## src/rtl/tcm_trig_link_rx.sv

```systemverilog
// TCM-side receiver for the PM trigger frame: deserialises tt/ta, checks integrity, tracks lock.
// Optional TCM_TRIG_RX_STATS_EN adds trig_cnt/vtx_cnt event counters.
module tcm_trig_link_rx #(
   parameter int LOCK_CNT   = 4,
   parameter int UNLOCK_CNT = 3,
   parameter int VTX_WIN    = 32
) (
   input  logic              clk320,
   input  logic              rst_n,
   input  logic [2:0]        mt_cou,
   input  logic              tcm_req,
   input  logic [1:0]        tt,
   input  logic [1:0]        ta,
   output logic              trig_valid,
   output logic [3:0]        n_ch,
   output logic signed [8:0] t_avg,
   output logic [12:0]       a_sum,
   output logic              trig_or,
   output logic              trig_vtx,
   output logic              link_ok,
   output logic [15:0]       err_cnt
`ifdef TCM_TRIG_RX_STATS_EN
   ,
   output logic [31:0]       trig_cnt,
   output logic [31:0]       vtx_cnt
`else
`endif
);
   // state       | meaning
   // ST_UNLOCKED | no lock, waiting for a first good frame
   // ST_LOCKING  | counting consecutive good frames toward LOCK_CNT
   // ST_LOCKED   | link up, triggers forwarded, bad frames counted toward UNLOCK_CNT
   typedef enum logic [1:0] {ST_UNLOCKED, ST_LOCKING, ST_LOCKED} state_t;

   localparam int GW = $clog2(LOCK_CNT + 1);
   localparam int BW = $clog2(UNLOCK_CNT + 1);
   localparam logic [GW-1:0] LOCK_TH   = GW'(LOCK_CNT);
   localparam logic [BW-1:0] UNLOCK_TH = BW'(UNLOCK_CNT);
   localparam logic [9:0]    VTX_TH    = 10'(VTX_WIN);

   logic [1:0]        r_rst_sync;
   logic              w_rst_n;
   logic [13:0]       r_tt_sh, r_ta_sh;
   logic [2:0]        r_prev_ph;
   logic              r_ph_err;
   state_t            r_state;
   logic [GW-1:0]     r_good_cnt;
   logic [BW-1:0]     r_bad_cnt;
   logic [15:0]       r_err_cnt;
   logic              r_link_ok, r_trig_valid, r_trig_or, r_trig_vtx;
   logic [3:0]        r_n_ch;
   logic signed [8:0] r_t_avg;
   logic [12:0]       r_a_sum;

   logic [15:0]       w_tt_word, w_ta_word;
   logic              w_ph_err_now, w_eval, w_good, w_fire, w_vtx;
   logic signed [8:0] w_t;
   logic [9:0]        w_t_abs;

   // Async assert, synchronous release of the internal reset.
   always_ff @(posedge clk320 or negedge rst_n) begin
      if (!rst_n) r_rst_sync <= 2'b00;
      else        r_rst_sync <= {r_rst_sync[0], 1'b1};
   end
   assign w_rst_n = r_rst_sync[1];

   assign w_tt_word    = {r_tt_sh, tt};
   assign w_ta_word    = {r_ta_sh, ta};
   assign w_ph_err_now = (mt_cou != (r_prev_ph + 3'd1));
   assign w_eval       = (mt_cou == 3'd7);
   assign w_t          = w_tt_word[9:1];
   assign w_t_abs      = w_t[8] ? (10'd0 - {1'b1, w_t}) : {1'b0, w_t};
   assign w_good = (w_tt_word[15:14] == 2'b10) && (w_ta_word[15:14] == 2'b01) &&
                   (^w_tt_word) && (^w_ta_word) && (w_tt_word[13:10] <= 4'd12) &&
                   !(r_ph_err || w_ph_err_now);
   assign w_fire = w_eval && w_good && tcm_req && (r_state == ST_LOCKED);
   assign w_vtx  = (w_tt_word[13:10] != 4'd0) && (w_t_abs <= VTX_TH);

   // A phase error taints the rest of the frame; phase 0 starts a clean frame.
   always_ff @(posedge clk320 or negedge w_rst_n) begin
      if (!w_rst_n) begin
         r_tt_sh   <= '0;
         r_ta_sh   <= '0;
         r_prev_ph <= 3'd7;
         r_ph_err  <= 1'b0;
      end else begin
         r_tt_sh   <= {r_tt_sh[11:0], tt};
         r_ta_sh   <= {r_ta_sh[11:0], ta};
         r_prev_ph <= mt_cou;
         r_ph_err  <= (mt_cou == 3'd0) ? w_ph_err_now : (r_ph_err || w_ph_err_now);
      end
   end

   always_ff @(posedge clk320 or negedge w_rst_n) begin
      if (!w_rst_n) begin
         r_state    <= ST_UNLOCKED;
         r_good_cnt <= '0;
         r_bad_cnt  <= '0;
         r_err_cnt  <= '0;
         r_link_ok  <= 1'b0;
      end else if (w_eval) begin
         case (r_state)
            ST_UNLOCKED: begin
               if (w_good) begin
                  r_state    <= ST_LOCKING;
                  r_good_cnt <= GW'(1);
               end
            end
            ST_LOCKING: begin
               if (w_good) begin
                  if (r_good_cnt + GW'(1) == LOCK_TH) begin
                     r_state    <= ST_LOCKED;
                     r_good_cnt <= '0;
                     r_bad_cnt  <= '0;
                     r_link_ok  <= 1'b1;
                  end else begin
                     r_good_cnt <= r_good_cnt + GW'(1);
                  end
               end else begin
                  r_state    <= ST_UNLOCKED;
                  r_good_cnt <= '0;
                  if (r_err_cnt != 16'hFFFF) r_err_cnt <= r_err_cnt + 16'd1;
               end
            end
            ST_LOCKED: begin
               if (w_good) begin
                  r_bad_cnt <= '0;
               end else begin
                  if (r_err_cnt != 16'hFFFF) r_err_cnt <= r_err_cnt + 16'd1;
                  if (r_bad_cnt + BW'(1) == UNLOCK_TH) begin
                     r_state   <= ST_UNLOCKED;
                     r_bad_cnt <= '0;
                     r_link_ok <= 1'b0;
                  end else begin
                     r_bad_cnt <= r_bad_cnt + BW'(1);
                  end
               end
            end
            default: begin
               r_state   <= ST_UNLOCKED;
               r_link_ok <= 1'b0;
            end
         endcase
      end
   end

   // Decoded fields hold their last triggered value between pulses.
   always_ff @(posedge clk320 or negedge w_rst_n) begin
      if (!w_rst_n) begin
         r_trig_valid <= 1'b0;
         r_n_ch       <= '0;
         r_t_avg      <= '0;
         r_a_sum      <= '0;
         r_trig_or    <= 1'b0;
         r_trig_vtx   <= 1'b0;
      end else begin
         r_trig_valid <= w_fire;
         if (w_fire) begin
            r_n_ch     <= w_tt_word[13:10];
            r_t_avg    <= w_t;
            r_a_sum    <= w_ta_word[13:1];
            r_trig_or  <= (w_tt_word[13:10] != 4'd0);
            r_trig_vtx <= w_vtx;
         end
      end
   end

`ifdef TCM_TRIG_RX_STATS_EN
   logic [31:0] r_trig_cnt, r_vtx_cnt;
   always_ff @(posedge clk320 or negedge w_rst_n) begin
      if (!w_rst_n) begin
         r_trig_cnt <= '0;
         r_vtx_cnt  <= '0;
      end else if (w_fire) begin
         r_trig_cnt <= r_trig_cnt + 32'd1;
         if (w_vtx) r_vtx_cnt <= r_vtx_cnt + 32'd1;
      end
   end
   assign trig_cnt = r_trig_cnt;
   assign vtx_cnt  = r_vtx_cnt;
`else
`endif

   assign trig_valid = r_trig_valid;
   assign n_ch       = r_n_ch;
   assign t_avg      = r_t_avg;
   assign a_sum      = r_a_sum;
   assign trig_or    = r_trig_or;
   assign trig_vtx   = r_trig_vtx;
   assign link_ok    = r_link_ok;
   assign err_cnt    = r_err_cnt;
endmodule

```

## config.mk

```make
export PLATFORM = sky130hd
export DESIGN_NAME = tcm_trig_link_rx
export DESIGN_NICKNAME = d
export VERILOG_FILES = /design/src/rtl/tcm_trig_link_rx.sv
export SDC_FILE = /design/constraint.sdc
export NUM_CORES = 1
export LEC_CHECK = 0
export ABC_AREA = 1
export CAP_MARGIN = 20
export CELL_PAD_IN_SITES_DETAIL_PLACEMENT = 1
export CELL_PAD_IN_SITES_GLOBAL_PLACEMENT = 1
export CORE_ASPECT_RATIO = 1.25
export CORE_UTILIZATION = 41
export CTS_CLUSTER_DIAMETER = 60
export DETAILED_ROUTE_END_ITERATION = 8
export GPL_ROUTABILITY_DRIVEN = 0
export PLACE_DENSITY = 0.79
export SETUP_SLACK_MARGIN = 0.2
export SLEW_MARGIN = 20
export SYNTH_ARGS = -nofsm -noshare
export SYNTH_HDL_FRONTEND = slang
export SYNTH_SLANG_ARGS = --single-unit
```

## constraint.sdc

```tcl
create_clock -name clk320 -period 3.4 [get_ports clk320]
set_clock_uncertainty 0.05 [all_clocks]
set_input_delay 0.51 -clock clk320 [delete_from_list [all_inputs] [get_ports clk320]]
set_output_delay 0.51 -clock clk320 [all_outputs]
set_load 0.02 [all_outputs]
```

==> results.md, run 1 <==
- Clk sinks: 87
- P_int: 1.696 mW
- Critical path startpoint category: flop
- Seq pwr share: 47.8%
- Area of the multi-input gates: 1852 um2
- Routed Wire Length: 10,110 um
- Run status: finished, final reports clean
- Max-cap violations: 0
- Top Usage Layer GRT: met2
- Met1 Resource Use GR: 22.66%
- Finished Core Util: 52.53%
- Hold_buf cts: 0
- Logic pwr share: 9.4%
- Setup Viol. Count Final: 0
- Final Cell Area: 5363 um2
- Vias in the first global route: 3,884
- Gr ovfl total: 0
- Port bufs: 55
- First-pass GRT wire length: 17,620 um
- Clk buf depth: 2
- Switching pwr: 0.5683 mW
- Fin crit share: 84.74%
- Fillers: 1,238
- Antenna cells: 0
- Netlist cell types: 33
- Crit path kind: reg2reg
- HP Class: reg2async
- Area after DPL: 5041 um2
- CP max FO: 12
- DPL Wire Length: 7447 um
- Final hold vios: 0
- Post-route insts no fill: 723
- Number of synthesized flops with an enable pin: 0
- Detail Route Antenna Nets: 0
- Synthesized area per cell: 8.263 um2
- Yosys top cell area share: 48.18%
- Most frequent cell after synthesis: nand2_1
- CTS tree: done
- Die span in x: 94.27 um
- Seq/Total Area, Yosys: 49.99%
- Max-slew violations: 0
- Row cnt: 41
- Top cells by count, synth: 196 x nand2_1, 84 x dfrtp_1, 71 x inv_1, 30 x nor2_1, 22 x nand3_1
- Starting utilization of the core area: 42.74%
- Leak: 2.729 nW
- RSZ-0062 raised after global routing: no
- FFs w/ async S/R, synth: 100.0%
- Top cells by area, synth: dfrtp_1 48%, nand2_1 17%, inv_1 6.1%
- Worst EP required: 3.58 ns
- Dominant synthesized flop cell: dfrtp_1
- Worst Tran Pin Value: 0.5467 ns
- Global router's overall resource usage: 20.36%
- Largest vdd supply drop: 277.3 uV
- Final min period: 2.881 ns
- Syn Nets: 555
- Core box area: 10,210 um2
- Storage cell area: 2185 um2
- Share of cells above drive strength 1: 6.734%
- Grt met2 use: 36.55%
- Die height: 117.3 um
- Placed cells: 707
- Endpoint class of the critical path: flop
- Max H-tree Level: 3
- Via density: 4.899
- Initial antenna violation count: 0
- Nets: 617
- Worst rel slew slack: 63.16%
- WL per Instance: 13.98 um
- CTS buffer count: 9
- Largest net degree at the start of global routing: 86
- IO Count: 56
- Drt first-iter violations: 116
- Power density over cell area: 422.3 nW/um2
- Cell type with the largest total area after synthesis: dfrtp_1
- DIE AREA: 11,060 um2
- Mapped Cells: 528
- Via Count: 3,542
- Clock-pin slew on the worst setup and hold paths: 0.06 ns
- Setup tns final: 0 ns
- Clock tree root driver cell: clkbuf_16
- Drt pass-1 iters: 4
- Syn. warnings: 0
- Fmax achieved: 347.1 MHz
- Flops & latches, synth: 87
- Tot Pwr: 2.264 mW
- Drt drc: 0
- Sw frac: 25.10%
- Met3 Track Usage GR: 4.280%
- Critical Path AT: 3.06 ns
- Synth-to-Final Area Change: 22.91%
- Worst skew pair latency: 0.34 ns
- Post-Syn Area: 4363 um2
- Clk network pwr share: 42.8%
per-stage QoR:
stage	hold WS, ns	worst slack, ns
final	0.2310	0.5188
after global routing	0.2776	0.2605
after CTS	0.2636	0.3995
after detailed placement	0.2888	0.2925
after global placement	0.2926	0.4003
after floorplan	0.1644	0.7526
registers in the layout, summed over array words and instances, names as in the netlist:
signal,flops
r_ph_err,1
t_avg,9
trig_vtx,1
link_ok,1
trig_valid,1
err_cnt,16
r_prev_ph,3
a_sum,13
r_state,2
r_good_cnt,3
r_rst_sync,2
r_ta_sh,14
r_tt_sh,14
n_ch,4
trig_or,1
r_bad_cnt,2
area by class of cell:
class                      count  area share, %
sequential                    87          40.74
multi-input combinational    360          34.53
tap                          129          3.010
clock inverter                 6          1.143
inverter                      72          5.040
timing repair buffer          60          11.34
clock buffer                   9          4.200
path summary, 6_finish.rpt:
check / start / endpoint / slack [ns] / cells past startpoint
worst max-delay path: r_tt_sh[7] / err_cnt[14] / 0.52 / 13
worst min-delay path: r_rst_sync[1] / err_cnt[2] / 0.23 / 0
worst max register to register: r_tt_sh[7] / err_cnt[14] / 0.52 / 13
worst min register to register: r_rst_sync[1] / err_cnt[2] / 0.23 / 0
max in group asynchronous: r_rst_sync[1] / r_prev_ph[0] / 2.41 / 1
min in group clk320: r_rst_sync[0] / r_rst_sync[1] / 0.31 / 0
metal layers:
metal / vias up / share of wire [%]
li1: 1764 / -
met1: 1715 / 40
met2: 45 / 55
met3: 18 / 2.3
met4: 0 / 2.7
met5: - / 0
placed cells by master, fill, tap and decap left out, types with 2 or more instances in the layout:
master	netlist	final
nand2_1	196	196
dfrtp_1	84	83
inv_1	71	71
clkdlybuf4s50_1	0	55
nor2_1	30	30
nand3_1	22	22
xor2_1	17	17
ha_1	17	17
o21ai_0	14	14
xnor2_1	11	11
o21ai_1	10	10
o21ai_2	10	10
clkbuf_16	0	9
nand4_1	6	6
a21oi_1	5	5
nor3_1	4	4
nor4_1	4	4
buf_4	0	4
clkinv_2	0	3
dfstp_2	3	3
nand3_4	1	2
nor2_2	2	2
o211ai_1	2	2
cells by family after synthesis:
kind of cell,count (synthesis),share of synthesized area (%)
compound gates,45,6.367
xor+xnor,28,5.621
fa+ha+maj,17,4.875
buf+inv,81,7.743
flops,87,49.99
mux,1,0.2294
other cells,1,0.08595
simple gates,268,25.09
what timing repair did:
| action | 4_1_cts | 5_1_grt |
|---|---|---|
| setup endpoints to repair | 0 | 16 |
| gates resized for setup | 0 | 1 |
| setup buffers | 0 | 0 |
power groups by stage:
stage / combinational (mW) / clock (mW) / sequential (mW)
after floorplan: 0.145 / 0 / 1.10
after global placement: 0.187 / 0 / 1.11
after detailed placement: 0.198 / 0 / 1.12
after CTS: 0.200 / 0.994 / 1.10
after global routing: 0.248 / 1.03 / 1.09
final: 0.213 / 0.969 / 1.08
critical path, cell delays in order (launching register included):
cell,delay (ns)
dfrtp_1,0.54
inv_1,0.18
ha_1,0.35
xnor2_1,0.23
nand2_1,0.08
nand2_1,0.10
inv_1,0.05
nand3_1,0.08
nand2_2,0.08
nand3_4,0.12
nand2_1,0.30
nor2_2,0.33
nand2_1,0.10
xor2_1,0.15
No activity file was read; power rests on OpenSTA's default activity.
==> run 2, diff against run 1 <==
Clock period 3.4 ns to 2.9 ns, I/O delays scaled along.
==> results.md, run 2 (same netlist as run 1, synthesis figures left out) <==
- Clock tree root driver cell: clkbuf_16
- Fmax achieved: 417.7 MHz (+20%)
- Drt first-iter violations: 145 (+25%)
- Starting utilization of the core area: 42.74% (unchanged)
- HP Class: in2async
- Die height: 117.3 um (unchanged)
- CP max FO: 57 (+45)
- Endpoint class of the critical path: flop
- Storage cell area: 2186 um2 (about the same)
- Synth-to-Final Area Change: 23.17%
- Clock-pin slew on the worst setup and hold paths: 0.07 ns (about the same)
- Most frequent cells in the layout: 195 x nand2_1, 82 x dfrtp_1, 71 x inv_1
- DPL Wire Length: 7233 um (-2.9%)
- Port bufs: 55 (unchanged)
- Worst Tran Pin Value: 0.5055 ns (-0.04124 ns)
- Nets: 615 (-0.32%)
- Clk buf depth: 2 (unchanged)
- Die span in x: 94.27 um (unchanged)
- Global router's overall resource usage: 20.77% (+0.42 points)
- RSZ-0062 raised after global routing: no
- CP Cell Sequence: ha_1 -> xor2_1 -> nor2_1 -> nand2_1 -> nor2_1 -> nand3_4 -> nor2_2 -> nand3_2 -> buf_12 -> nor2_1 -> nand2_1 -> nand2_1
- Critical path startpoint category: flop
- DIE AREA: 11,060 um2 (unchanged)
- Max-slew violations: 0 (unchanged)
- CTS buffer count: 9 (unchanged)
- Setup tns final: 0 ns (unchanged)
- Worst EP required: 3.14 ns (-0.44 ns)
- Detail Route Antenna Nets: 0 (unchanged)
- Core box area: 10,210 um2 (unchanged)
- Run status: finished, final reports clean
- Tot Pwr: 2.701 mW (+19%)
- Max H-tree Level: 3 (unchanged)
- Vias in the first global route: 3,991 (+2.8%)
- Crit path kind: reg2reg
- Worst skew pair latency: 0.35 ns (about the same)
- Clk sinks: 87 (unchanged)
- WL per Instance: 14.02 um (+0.31%)
- Number of flip-flops in the largest register: 16 (unchanged)
- Largest net degree at the start of global routing: 86 (unchanged)
- Antenna cells: 0 (unchanged)
- Final min period: 2.394 ns (-0.4871 ns)
- Drt drc: 0 (unchanged)
- Drt pass-1 iters: 4 (unchanged)
- Gr ovfl total: 0 (unchanged)
- CTS tree: done
- CP max-delay cell: dfstp_2
- Via density: 4.914 (+0.31%)
- Critical Path AT: 2.64 ns (-0.42 ns)
- Final hold vios: 0 (unchanged)
- Largest vdd supply drop: 282.9 uV (+2.0%)
- Share of cells above drive strength 1: 6.914% (+0.18 points)
- Power density over cell area: 502.7 nW/um2 (+19%)
- Fillers: 1,211 (-2.2%)
- IO Count: 56 (unchanged)
- Via Count: 3,548 (+0.17%)
- Initial antenna violation count: 0 (unchanged)
- Fin crit share: 82.55% (-2.2 points)
- Leak: 2.736 nW (+0.25%)
- Area of the multi-input gates: 1847 um2 (-0.27%)
- Commonest non-fill, non-tap cell in the layout: nand2_1
- Post-CTS setup buffers: 0 (unchanged)
- Row cnt: 41 (unchanged)
- First-pass GRT wire length: 18,030 um (+2.4%)
- Worst path max stage delay: 0.54 ns (about the same)
- Worst rel slew slack: 65.94% (+2.8 points)
- Routed Wire Length: 10,120 um (+0.17%)
- Setup Viol. Count Final: 0 (unchanged)
- Max-cap violations: 0 (unchanged)
- R2R Setup Slk: 0.51 ns (about the same)
run 2: changes by cell type in the layout (fill, tap and decap cells not counted), moves of 2 or more:
cell / delta
clkinv_4: +2
clkinv_2: -2
buf_4: -3
inv_6: +2
run 2: area by class of cell:
cell class / count / area share [%]
Clock inverter: 7 / 1.467
Clock buffer: 9 / 4.191
Inverter: 72 / 5.029
Multi-Input combinational cell: 360 / 34.37
Sequential cell: 87 / 40.68
Tap cell: 129 / 3.003
Timing Repair Buffer: 58 / 11.27
run 2: metal layers:
layer | global-route usage, % | part of all wire (%) | vias to the layer above | wire (um)
met2 | 36.64 | 53 | 54 | 5414
li1 | - | - | 1752 | -
met5 | 0 | 0 | - | 0
met4 | 10.96 | 3.1 | 0 | 314
met3 | 2.918 | 2.1 | 22 | 212
met1 | 23.69 | 41 | 1720 | 4181
run 2: repair_timing:
action,in CTS,in global routing
gates resized for setup,0,2
hold buffers,0,0
setup endpoints to repair,0,47
run 2: final timing paths:
check	startpoint	endpoint	depth (start not counted)
min in group clk320	r_rst_sync[0]	r_rst_sync[1]	0
worst min-delay path	rst_n	r_rst_sync[1]	1
worst max register to register	r_prev_ph[0]	trig_vtx	12
worst max-delay path	r_prev_ph[0]	trig_vtx	12
max in group asynchronous	r_rst_sync[1]	r_tt_sh[7]	1
worst min register to register	r_rst_sync[1]	t_avg[2]	0
run 2: critical path: cells and delay by family, from the launching register on:
family	cells	cell delay (ns)
adders and majority gates	1	0.24
xor gates and xnor gates	1	0.16
buffers and inverters	1	0.20
and+or+nand+nor	9	1.13
DFF	1	0.54
run 2: per-stage QoR:
stage	instances	setup slack [ns]	instance area [um2]	utilization, %	hold WS (ns)
floorplan	528	0.2526	4363	-	0.08941
global placement	705	0.3212	5039	49.36	0.2894
detailed placement	705	0.2296	5039	49.36	0.2918
CTS	721	0.2714	5343	52.33	0.1956
global route	722	0.2124	5374	52.64	0.1998
finish	722	0.5060	5374	52.64	0.1964
run 2: report_power, final:
group          internal, mW  switching, mW  total (mW)  leakage [nW]
Clock                 0.678          0.508        1.19         0.151
Sequential             1.24         0.0297        1.27          1.11
Combinational        0.0884          0.158       0.246          1.47
Total                  2.01          0.695        2.70          2.74
